[src/rtl/uart_pkg.sv]
// Shared UART definitions: frame state encoding, default oversample ratio and
// frame helpers used by both the transmitter and the receiver.
package uart_pkg;

  typedef enum logic [2:0] {
    IDLE,
    START,
    DATA,
    PARITY,
    STOP1,
    STOP2
  } uart_state_t;

  localparam int OVERSAMPLE_DEFAULT = 8;

  function automatic logic [3:0] data_bits(input logic [1:0] length);
    return 4'd6 + 4'(length);
  endfunction

  // Parity over the configured data bits only; odd=1 inverts for odd parity.
  function automatic logic parity_bit(input logic [8:0] data, input logic [1:0] length,
                                      input logic odd);
    logic p;
    p = odd;
    for (int i = 0; i < 9; i++) begin
      if (i < int'(data_bits(length))) p = p ^ data[i];
    end
    return p;
  endfunction

endpackage

[src/rtl/uart_tx_if.sv]
// Bus-side signal bundle of the UART transmitter: tick, frame config,
// holding-register write port and line/status outputs.
interface uart_tx_if;
  logic       i_ce;
  logic       i_rst_err;
  logic [1:0] i_length;
  logic       i_stop2;
  logic       i_parity;
  logic       i_odd;
  logic [8:0] i_data;
  logic       i_we;
  logic       o_tx;
  logic       o_full;
  logic       o_busy;
  logic       o_write_err;

  modport master (
    output i_ce, i_rst_err, i_length, i_stop2, i_parity, i_odd, i_data, i_we,
    input  o_tx, o_full, o_busy, o_write_err
  );

  modport slave (
    input  i_ce, i_rst_err, i_length, i_stop2, i_parity, i_odd, i_data, i_we,
    output o_tx, o_full, o_busy, o_write_err
  );
endinterface

[src/rtl/uart_tx.sv]
// UART transmitter with a one-entry holding register; serialises 6..9-bit
// words with optional parity and one or two stop bits, timed by i_ce ticks.
module uart_tx
  import uart_pkg::*;
#(
  parameter int OVERSAMPLE = OVERSAMPLE_DEFAULT
) (
  input logic      i_clk,
  input logic      i_rst,
  uart_tx_if.slave bus
);

  localparam int CNT_W = (OVERSAMPLE > 1) ? $clog2(OVERSAMPLE) : 1;
  localparam logic [CNT_W-1:0] CNT_LAST = CNT_W'(OVERSAMPLE - 1);

  uart_state_t      state_reg, state_next;
  logic [CNT_W-1:0] cnt_reg, cnt_next;
  logic [3:0]       idx_reg, idx_next;
  logic [8:0]       shift_reg, shift_next;
  logic [8:0]       hr_reg, hr_next;
  logic             full_reg, full_next;
  logic             err_reg, err_next;
  logic             tx_reg, tx_next;
  logic [1:0]       len_reg, len_next;
  logic             stop2_reg, stop2_next;
  logic             par_en_reg, par_en_next;
  logic             par_reg, par_next;
  logic             wrap;
  logic             frame_end;
  logic             start_frame;
  logic             hr_free;

  always_ff @(posedge i_clk) begin
    if (i_rst) begin
      state_reg  <= IDLE;
      cnt_reg    <= '0;
      idx_reg    <= '0;
      shift_reg  <= '0;
      hr_reg     <= '0;
      full_reg   <= 1'b0;
      err_reg    <= 1'b0;
      tx_reg     <= 1'b1;
      len_reg    <= '0;
      stop2_reg  <= 1'b0;
      par_en_reg <= 1'b0;
      par_reg    <= 1'b0;
    end else begin
      state_reg  <= state_next;
      cnt_reg    <= cnt_next;
      idx_reg    <= idx_next;
      shift_reg  <= shift_next;
      hr_reg     <= hr_next;
      full_reg   <= full_next;
      err_reg    <= err_next;
      tx_reg     <= tx_next;
      len_reg    <= len_next;
      stop2_reg  <= stop2_next;
      par_en_reg <= par_en_next;
      par_reg    <= par_next;
    end
  end

  always_comb begin
    state_next  = state_reg;
    cnt_next    = cnt_reg;
    idx_next    = idx_reg;
    shift_next  = shift_reg;
    hr_next     = hr_reg;
    full_next   = full_reg;
    err_next    = err_reg;
    tx_next     = tx_reg;
    len_next    = len_reg;
    stop2_next  = stop2_reg;
    par_en_next = par_en_reg;
    par_next    = par_reg;

    wrap        = bus.i_ce && (cnt_reg == CNT_LAST);
    frame_end   = wrap && (((state_reg == STOP1) && !stop2_reg) || (state_reg == STOP2));
    start_frame = bus.i_ce && full_reg && ((state_reg == IDLE) || frame_end);
    hr_free     = !full_reg || start_frame;

    if (bus.i_ce && (state_reg != IDLE)) cnt_next = wrap ? '0 : cnt_reg + 1'b1;

    // tx_next always carries the line level of the state being entered
    case (state_reg)
      START: begin
        if (wrap) begin
          state_next = DATA;
          idx_next   = '0;
          tx_next    = shift_reg[0];
          shift_next = shift_reg >> 1;
        end
      end
      DATA: begin
        if (wrap) begin
          if (idx_reg == data_bits(len_reg) - 4'd1) begin
            state_next = par_en_reg ? PARITY : STOP1;
            tx_next    = par_en_reg ? par_reg : 1'b1;
          end else begin
            idx_next   = idx_reg + 4'd1;
            tx_next    = shift_reg[0];
            shift_next = shift_reg >> 1;
          end
        end
      end
      PARITY: begin
        if (wrap) begin
          state_next = STOP1;
          tx_next    = 1'b1;
        end
      end
      STOP1: begin
        if (wrap && stop2_reg) begin
          state_next = STOP2;
          tx_next    = 1'b1;
        end
      end
      default: ;
    endcase

    if (frame_end) begin
      state_next = IDLE;
      tx_next    = 1'b1;
    end

    // Frame start (from IDLE or straight after the last stop bit) wins
    if (start_frame) begin
      state_next  = START;
      tx_next     = 1'b0;
      cnt_next    = '0;
      shift_next  = hr_reg;
      len_next    = bus.i_length;
      stop2_next  = bus.i_stop2;
      par_en_next = bus.i_parity;
      par_next    = parity_bit(hr_reg, bus.i_length, bus.i_odd);
    end

    if (bus.i_we) begin
      if (hr_free) begin
        hr_next   = bus.i_data;
        full_next = 1'b1;
      end
    end else if (start_frame) begin
      full_next = 1'b0;
    end

    if (bus.i_we && !hr_free) err_next = 1'b1;
    else if (bus.i_rst_err) err_next = 1'b0;
  end

  assign bus.o_tx        = tx_reg;
  assign bus.o_full      = full_reg;
  assign bus.o_busy      = (state_reg != IDLE);
  assign bus.o_write_err = err_reg;

endmodule

[src/flat_wrapper.sv]
// flat-port wrapper written by rule: the top's interface ports become plain ports
module uart_tx_flat import uart_pkg::*;
#(
  parameter int OVERSAMPLE = OVERSAMPLE_DEFAULT
)
  (i_clk, i_rst, bus_i_ce, bus_i_rst_err, bus_i_length, bus_i_stop2, bus_i_parity, bus_i_odd, bus_i_data, bus_i_we, bus_o_tx, bus_o_full, bus_o_busy, bus_o_write_err);
  uart_tx_if bus_i ();
  input logic i_clk;
  input logic i_rst;
  input wire logic [$bits(bus_i.i_ce)-1:0] bus_i_ce;
  input wire logic [$bits(bus_i.i_rst_err)-1:0] bus_i_rst_err;
  input wire logic [$bits(bus_i.i_length)-1:0] bus_i_length;
  input wire logic [$bits(bus_i.i_stop2)-1:0] bus_i_stop2;
  input wire logic [$bits(bus_i.i_parity)-1:0] bus_i_parity;
  input wire logic [$bits(bus_i.i_odd)-1:0] bus_i_odd;
  input wire logic [$bits(bus_i.i_data)-1:0] bus_i_data;
  input wire logic [$bits(bus_i.i_we)-1:0] bus_i_we;
  output wire logic [$bits(bus_i.o_tx)-1:0] bus_o_tx;
  output wire logic [$bits(bus_i.o_full)-1:0] bus_o_full;
  output wire logic [$bits(bus_i.o_busy)-1:0] bus_o_busy;
  output wire logic [$bits(bus_i.o_write_err)-1:0] bus_o_write_err;
  assign bus_i.i_ce = bus_i_ce;
  assign bus_i.i_rst_err = bus_i_rst_err;
  assign bus_i.i_length = bus_i_length;
  assign bus_i.i_stop2 = bus_i_stop2;
  assign bus_i.i_parity = bus_i_parity;
  assign bus_i.i_odd = bus_i_odd;
  assign bus_i.i_data = bus_i_data;
  assign bus_i.i_we = bus_i_we;
  assign bus_o_tx = bus_i.o_tx;
  assign bus_o_full = bus_i.o_full;
  assign bus_o_busy = bus_i.o_busy;
  assign bus_o_write_err = bus_i.o_write_err;
  uart_tx #(.OVERSAMPLE(OVERSAMPLE)) u_core (.i_clk(i_clk), .i_rst(i_rst), .bus(bus_i));
endmodule
[config.mk]
export PLATFORM = sky130hd
export DESIGN_NAME = uart_tx_flat
export DESIGN_NICKNAME = d
export VERILOG_FILES = /design/src/rtl/uart_pkg.sv /design/src/rtl/uart_tx_if.sv /design/src/rtl/uart_tx.sv /design/src/flat_wrapper.sv
export SDC_FILE = /design/constraint.sdc
export NUM_CORES = 1
export LEC_CHECK = 0
export CORE_ASPECT_RATIO = 1.4
export CORE_MARGIN = 3
export CORE_UTILIZATION = 34
export CTS_CLUSTER_SIZE = 10
export DETAILED_ROUTE_END_ITERATION = 7
export GPL_TIMING_DRIVEN = 0
export SYNTH_ARGS = -nofsm -noshare
export SYNTH_HDL_FRONTEND = slang
export SYNTH_SLANG_ARGS = --single-unit
[constraint.sdc]
create_clock -name i_clk -period 2 [get_ports i_clk]
set_clock_uncertainty 0.2 [all_clocks]
set_input_delay 0.4 -clock i_clk [delete_from_list [all_inputs] [get_ports i_clk]]
set_output_delay 0.4 -clock i_clk [all_outputs]
set_load 0.005 [all_outputs]
==> results of run 1 <==
[worst register-to-register path, stage by stage, from the launching register on]
cell      delay [ns]
dfxtp_2         0.34
ha_4            0.16
ha_4            0.17
buf_4           0.14
and3b_2         0.23
buf_6           0.15
nand2_4         0.06
o21ai_2         0.05
a221oi_2        0.28
a211oi_2        0.10
[cell families after synthesis]
family / count (synthesis)
AOI/OAI and AO/OA: 87
xor gates and xnor gates: 10
adders and majority gates: 4
buffers and inverters: 20
DFF: 36
muxes: 2
and+or+nand+nor: 101
[layout make-up]
type / count / area, um^2 / share of cell area (%)
Clock buffer: 8 / 90.09 / 3.245
Tap cell: 68 / 85.08 / 3.064
Multi-Input combinational cell: 204 / 1468 / 52.86
Sequential cell: 36 / 729.5 / 26.27
Buffer: 14 / 88.84 / 3.200
Timing Repair Buffer: 33 / 304.0 / 10.95
Inverter: 3 / 11.26 / 0.4056
[metrics by stage]
step / cell area [um^2] / TNS, ns / setup WS, ns / power, mW / hold WS, ns
3_3_place_gp: 2347 / -12.86 / -0.4856 / 1.022 / 0.2641
3_5_place_dp: 2347 / -13.93 / -0.5185 / 1.024 / 0.2684
2_1_floorplan: 2052 / 0 / 0.0006848 / 0.9334 / 0.2400
4_1_cts: 2661 / -0.5751 / -0.08969 / 1.582 / 0.2985
5_1_grt: 2776 / -0.6053 / -0.08075 / 1.645 / 0.3195
6_report: 2776 / -0.02138 / -0.01017 / 1.577 / 0.2938
[metal layers]
layer,vias to the layer above,track usage [%]
li1,1026,-
met3,10,2.795
met1,958,20.62
met5,-,0
met2,55,28.40
met4,0,6.657
[layout by cell type (no fill, tap or decap), types with 4 or more instances in the layout]
cell | Yosys | routed
a211oi_1 | 8 | 6
a21oi_1 | 28 | 26
a221oi_2 | 0 | 6
buf_4 | 1 | 10
buf_6 | 0 | 6
clkbuf_1 | 9 | 7
clkbuf_8 | 0 | 6
clkdlybuf4s50_1 | 0 | 19
dfxtp_1 | 36 | 31
dfxtp_2 | 0 | 4
nand2_1 | 32 | 29
nand3_1 | 17 | 14
nor2_1 | 20 | 20
nor2b_1 | 5 | 4
nor3_1 | 7 | 6
o21ai_0 | 24 | 18
o21ai_2 | 0 | 5
xnor2_1 | 7 | 6
[how the worst max path moves through the flow]
stage                      start                   to  slack [ns]  cells past startpoint
2_1_floorplan  u_core.cnt_reg[0]  u_core.state_reg[1]      0.0007                      8
3_3_place_gp            bus_i_ce  u_core.shift_reg[7]       -0.49                      6
3_5_place_dp            bus_i_ce  u_core.shift_reg[3]       -0.52                      6
4_1_cts        u_core.cnt_reg[0]  u_core.shift_reg[2]       -0.09                      8
5_1_grt        u_core.cnt_reg[1]  u_core.shift_reg[1]       -0.08                      9
6_report       u_core.cnt_reg[1]  u_core.shift_reg[3]       -0.01                      9
[synthesized netlist by cell type, types with 2 or more instances]
library cell / n
dfxtp_1: 36
nand2_1: 32
a21oi_1: 28
o21ai_0: 24
nor2_1: 20
nand3_1: 17
clkbuf_1: 9
a211oi_1: 8
nor3_1: 7
xnor2_1: 7
a221oi_1: 6
buf_2: 5
nor2b_1: 5
ha_1: 4
a311oi_1: 3
inv_1: 3
nor3b_1: 3
o211ai_1: 3
or3_1: 3
and3_1: 2
and3b_1: 2
buf_1: 2
nand2b_1: 2
nor2_2: 2
nor3b_2: 2
o21ai_1: 2
xor2_1: 2
[power by group through the flow]
| stage | Combinational [mW] | Sequential (mW) | Clock [mW] |
|---|---|---|---|
| after global placement | 0.229 | 0.794 | 0 |
| after global routing | 0.281 | 0.786 | 0.578 |
| after CTS | 0.252 | 0.781 | 0.549 |
| after detailed placement | 0.230 | 0.794 | 0 |
| after floorplan | 0.147 | 0.786 | 0 |
| final | 0.256 | 0.782 | 0.540 |
[what timing repair did]
| action | in CTS | in global routing |
|---|---|---|
| endpoints found under the setup margin | 37 | 29 |
| pin swaps | 18 | 22 |
| cloned | 1 | 1 |
| hold buffers | 0 | 0 |
| gates resized for setup | 43 | 33 |
| buffers inserted | 5 | 5 |
==> results by group, run 1 <==
STA
  – Setup WS post-layout: -0.01017 ns
  – Max Slew Vio Count: 0
  – Tmin final: 2.010 ns
  – Final count of hold timing violations: 0
  – Worst slew pin tran: 0.6182 ns
  – Period utilization: 100.5%
  – Final setup fails: 3
  – Max-slew headroom: 58.79%
  – Top achievable clock speed: between 400 and 500 MHz
  – RSZ-0062 raised after global routing: yes

Final layout
  – Ant diodes: 0
  – Fillers: 543
  – Final core utilization: 49.18%
  – Total Nets Final: 320
  – Layout cells sized above 1: around a quarter
  – Layout Cells excl Fill: 366
  – Area added between synthesis and finish: 36.55%

Floorplanning
  – Core box area: 5645 um^2
  – I/O pin count: 23
  – Die W: 71.36 um
  – Num rows: 32
  – Die area: slightly below 7000 um^2
  – Die Y: 97.50 um
  – Initial cell density of the core: 36.02%

Yosys
  – Post-synthesis xor/xnor area fraction: 4.985%
  – Synth cell types: 48
  – Post-synthesis cell count: 260
  – Compound-gate portion of the synthesized area: 27.08%
  – Area leader, netlist: dfxtp_1
  – Post-synthesis simple-gate area fraction: 24.80%
  – Sequential-to-total area share from yosys stat: 35.45%
  – Largest family of logic cells by synthesized area: compound AO/OA/AOI/OAI gates
  – Post-Syn Area: between 2000 and 2500 um^2
  – Mux share of post-synthesis cell area: ~1.0%
  – Syn_nets: 283
  – Yosys warns: 0
  – Average cell area after synthesis: between 7 and 8 um^2
  – Number of synthesized flops with an enable pin: 0
  – Adder-Cell Fraction of Synth Area: 2.462%
  – Most area-consuming cells after synthesis: dfxtp_1 35%, a21oi_1 6.9%, o21ai_0 5.9%
  – FF+latch count, synth: 36
  – Post-synth ARST share: 0%
  – Synth top area share: 35.45%
  – Top_reg_cell synth: dfxtp_1

Min path
  – Hold Crit Class: reg2reg
  – Worst hold start: u_core.hr_reg[8]
  – Worst-case hold path end point: u_core.shift_reg[8]
  – Worst hold path depth: 2

Clock network
  – CTS Buffer Depth: 2
  – CTS tree: yes
  – Clock Latency Late Sink: 0.29 ns
  – H-tree depth: 2
  – Clock-pin transition on the worst setup and hold timing paths: 0.07 ns
  – Clock Sinks: 36
  – Clock root buffer: clkbuf_8
  – CTS Buf Count: 5

Worst setup path
  – Slowest-stage cell, CP: dfxtp_2
  – Worst path max stage delay: approximately 0.34 ns
  – Crit path arrival time: between 1.5 and 2 ns
  – Worst reg2reg startpoint: u_core.cnt_reg[1]
  – Startpoint types: flop
  – Crit path kind: reg2reg
  – Critical path endpoint category: flop
  – Most frequent cell on the critical path: ha_4
  – Reg2reg path depth: 9
  – R2r endpoint: u_core.shift_reg[3]
  – CP top delay family: compound AO/OA/AOI/OAI gates
  – Crit path max fanout: 5
  – Critical-path cell list: ha_4 > ha_4 > buf_4 > and3b_2 > buf_6 > nand2_4 > o21ai_2 > a221oi_2 > a211oi_2
  – CP required: 1.95 ns
  – Reg2reg setup slack: -0.01 ns
  – Crit path buf inv count: 2

Route
  – DRT iter0 DRCs: 44
  – Post-route ant nets: 0
  – # DRC: 0
  – DRT Wirelength: 5832 um
  – Met1 WL: around 2300 um
  – Detailed-route via count: 2049
  – Via-per-instance ratio: 5.598
  – Wire length on met2: 3154 um
  – Met3 wire length: 209 um
  – Highest routed layer: met4
  – DR pass1 iterations: 4
  – Wire per inst: 15.93 um

Power
  – Clock Power Share: 34.2%
  – Internal: 1.160 mW
  – Leak Pwr: between 0.9 and 1 nW
  – Switching Fraction: 26.47%
  – Maximum vdd ir drop: 0.0005001 V
  – Sequential power share: about half
  – Comb power frac: 16.2%
  – Pwr dens: 568.0 nW/um^2
  – Psw: 0.4175 mW

Global route
  – Vias in the first global route: 1900
  – Gr ovfl total: 0
  – Global-route usage over all layers: roughly 17%
  – Initial antenna violation count: 0
  – Largest net degree at the start of global routing: 11
  – First-pass GRT wire length: 9328 um

Placement
  – Inst Count DP: about 350
  – GPL Wtd Cong: 0.8190
  – Detailed Place HPWL: ~4000 um
  – IO buf count: 21

Status
  – Status: finished, violations left
  – Failing checks: negative setup slack

Run
  – Number of max-cap violations: 0
Note: power is estimated with default switching activity, not from simulation.
==> run 2, diff against run 1 <==
- SETUP_SLACK_MARGIN: default -> 0.02
==> run 2 against run 1 <==
The flow still finishes with violations (negative setup slack); die area stayed put; routed wire length is 3.1% lower; final cell count is 0.27% lower; worst hold slack worse by 0.00086 ns; maximum frequency is 0.17% lower; power is 2.2% higher.
==> results by group, run 2 (synthesis gave the netlist of run 1 again) <==
Status
  – Status: finished, violations left
  – Failing checks: negative setup slack

Floorplanning
  – Num rows: 32 (unchanged)
  – Core box area: 5645 um^2 (unchanged)
  – Initial cell density of the core: 36.02% (unchanged)
  – Die Y: 97.50 um (unchanged)
  – I/O pin count: 23 (unchanged)
  – Die W: 71.36 um (unchanged)
  – Die area: 6957 um^2 (unchanged)

STA
  – RSZ-0062 raised after global routing: yes
  – Setup WS post-layout: -0.01358 ns (-0.003411 ns)
  – Max-slew headroom: 58.74% (about the same)
  – Max Slew Vio Count: 0 (unchanged)
  – Sum Neg Setup Slack: -0.01358 ns (+0.007795 ns)
  – Tmin final: 2.014 ns (+0.003411 ns)
  – Period utilization: 100.7% (+0.17 points)
  – Final count of hold timing violations: 0 (unchanged)
  – Top achievable clock speed: 496.6 MHz (-0.17%)
  – Worst slew pin tran: 0.6189 ns (+0.0007312 ns)
  – Final setup fails: 1 (-2)
  – Hold Slack: 0.2930 ns (-0.0008620 ns)

Route
  – Wire per inst: 15.48 um (-2.8%)
  – Via-per-instance ratio: 5.477 (-2.2%)
  – DRT Wirelength: 5652 um (-3.1%)
  – Detailed-route via count: 1999 (-2.4%)
  – DR pass1 iterations: 4 (unchanged)
  – # DRC: 0 (unchanged)
  – DRT iter0 DRCs: 107 (+140%)
  – Post-route ant nets: 0 (unchanged)

Worst setup path
  – Crit path arrival time: 2.02 ns (+0.06 ns)
  – Startpoint types: flop
  – Reg2reg setup slack: -0.01 ns (about the same)
  – Critical path endpoint category: flop
  – Reg2reg path depth: 7 (-2)
  – Worst reg2reg startpoint: u_core.cnt_reg[1]
  – Crit path max fanout: 7 (+2)
  – Crit path from: u_core.cnt_reg[1]
  – Crit path kind: reg2reg
  – R2r endpoint: u_core.shift_reg[7]
  – CP required: 2.01 ns (+0.06 ns)

Min path
  – Worst hold start: u_core.len_reg[1]
  – Worst hold path depth: 2 (unchanged)
  – Worst-case hold path end point: u_core.len_reg[1]
  – Hold Crit Class: reg2reg

Clock network
  – Clock root buffer: clkbuf_8
  – Hold Buf Count CTS: 0 (unchanged)
  – CTS tree: yes
  – CTS Buffer Depth: 2 (unchanged)
  – Clock Latency Late Sink: 0.29 ns (about the same)
  – CTS Buf Count: 5 (unchanged)
  – Clock Sinks: 36 (unchanged)
  – Clock-pin transition on the worst setup and hold timing paths: 0.08 ns (about the same)
  – H-tree depth: 2 (unchanged)

Global route
  – Gr ovfl total: 0 (unchanged)
  – Largest net degree at the start of global routing: 11 (unchanged)
  – Initial antenna violation count: 0 (unchanged)
  – Vias in the first global route: 1957 (+3.0%)
  – Global-route usage over all layers: 16.80% (+0.052 points)
  – First-pass GRT wire length: 9528 um (+2.1%)

Placement
  – Worst slack at placement: -0.4756 ns (+0.04288 ns)
  – Inst Count DP: 349 (unchanged)
  – Detailed Place HPWL: 3989 um (+0.30%)
  – IO buf count: 21 (unchanged)
  – GPL Wtd Cong: 0.8130 (-0.73%)

Power
  – Leak Pwr: 0.9528 nW (-3.7%)
  – Pwr dens: 584.5 nW/um^2 (+2.9%)
  – Maximum vdd ir drop: 0.0003974 V (-21%)
  – Total power: 1.612 mW (+2.2%)

Final layout
  – Commonest non-fill, non-tap cell in the layout: nand2_1
  – Ant diodes: 0 (unchanged)
  – Commonest cells after routing, fill and taps aside: 32 x nand2_1, 30 x dfxtp_1, 27 x a21oi_1
  – Layout cells sized above 1: 23.57% (-1.9 points)
  – Total Nets Final: 320 (unchanged)
  – Layout Cells excl Fill: 365 (-0.27%)
  – Area added between synthesis and finish: 35.63%

Run
  – Number of max-cap violations: 0 (unchanged)
run 2: how the worst max path moves through the flow:
stage / slack [ns] / endpoint / depth (start not counted)
floorplan: 0.02 / u_core.state_reg[1] / 8
global placement: -0.47 / u_core.par_reg / 7
detailed placement: -0.48 / u_core.par_reg / 7
CTS: -0.03 / bus_o_busy / 3
global route: -0.10 / u_core.shift_reg[4] / 7
finish: -0.01 / u_core.shift_reg[7] / 7
run 2: per-layer routing:
layer / vias to the layer above / routed length [um] / global-route usage [%]
met5: - / 0 / 0
met4: 0 / 108 / 5.933
met2: 47 / 2991 / 29.60
met1: 920 / 2346 / 19.94
li1: 1025 / - / -
met3: 7 / 205 / 2.899
run 2: repair_timing:
| action | 4_1_cts | 5_1_grt |
|---|---|---|
| pin swaps | 16 | 16 |
| endpoints found under the setup margin | 37 | 35 |
| gates cloned | 1 | 0 |
| gates resized for setup | 48 | 14 |
| buffers inserted | 4 | 6 |
run 2: worst max-delay path, stage by stage, from the launching register on:
cell and delay [ns]:
dfxtp_2 0.36, ha_4 0.14, ha_4 0.16, nand3_2 0.07, or3_4 0.43, nor2_4 0.22
a221oi_2 0.10, a211oi_1 0.24
run 2: per-stage QoR:
step / instance area, um^2 / util (%)
6_report: 2758 / 48.85
5_1_grt: 2758 / 48.85
4_1_cts: 2671 / 47.32
3_5_place_dp: 2355 / 41.71
3_3_place_gp: 2355 / 41.71
2_1_floorplan: 2059 / -
run 2: final cells by class:
type | count | area (um^2)
buffer | 15 | 98.84
clock buffer | 7 | 96.34
fill | 537 | 2888
inverter | 3 | 11.26
multi-input combinational | 204 | 1444
sequential | 36 | 733.2
tap | 68 | 85.08
timing repair buffer | 32 | 289.0
run 2: power breakdown:
group | switching (mW) | internal (mW) | total (mW) | leakage, nW
sequential | 0.0325 | 0.747 | 0.780 | 0.297
clock | 0.265 | 0.307 | 0.572 | 0.0503
combinational | 0.127 | 0.133 | 0.260 | 0.605
total | 0.424 | 1.19 | 1.61 | 0.953
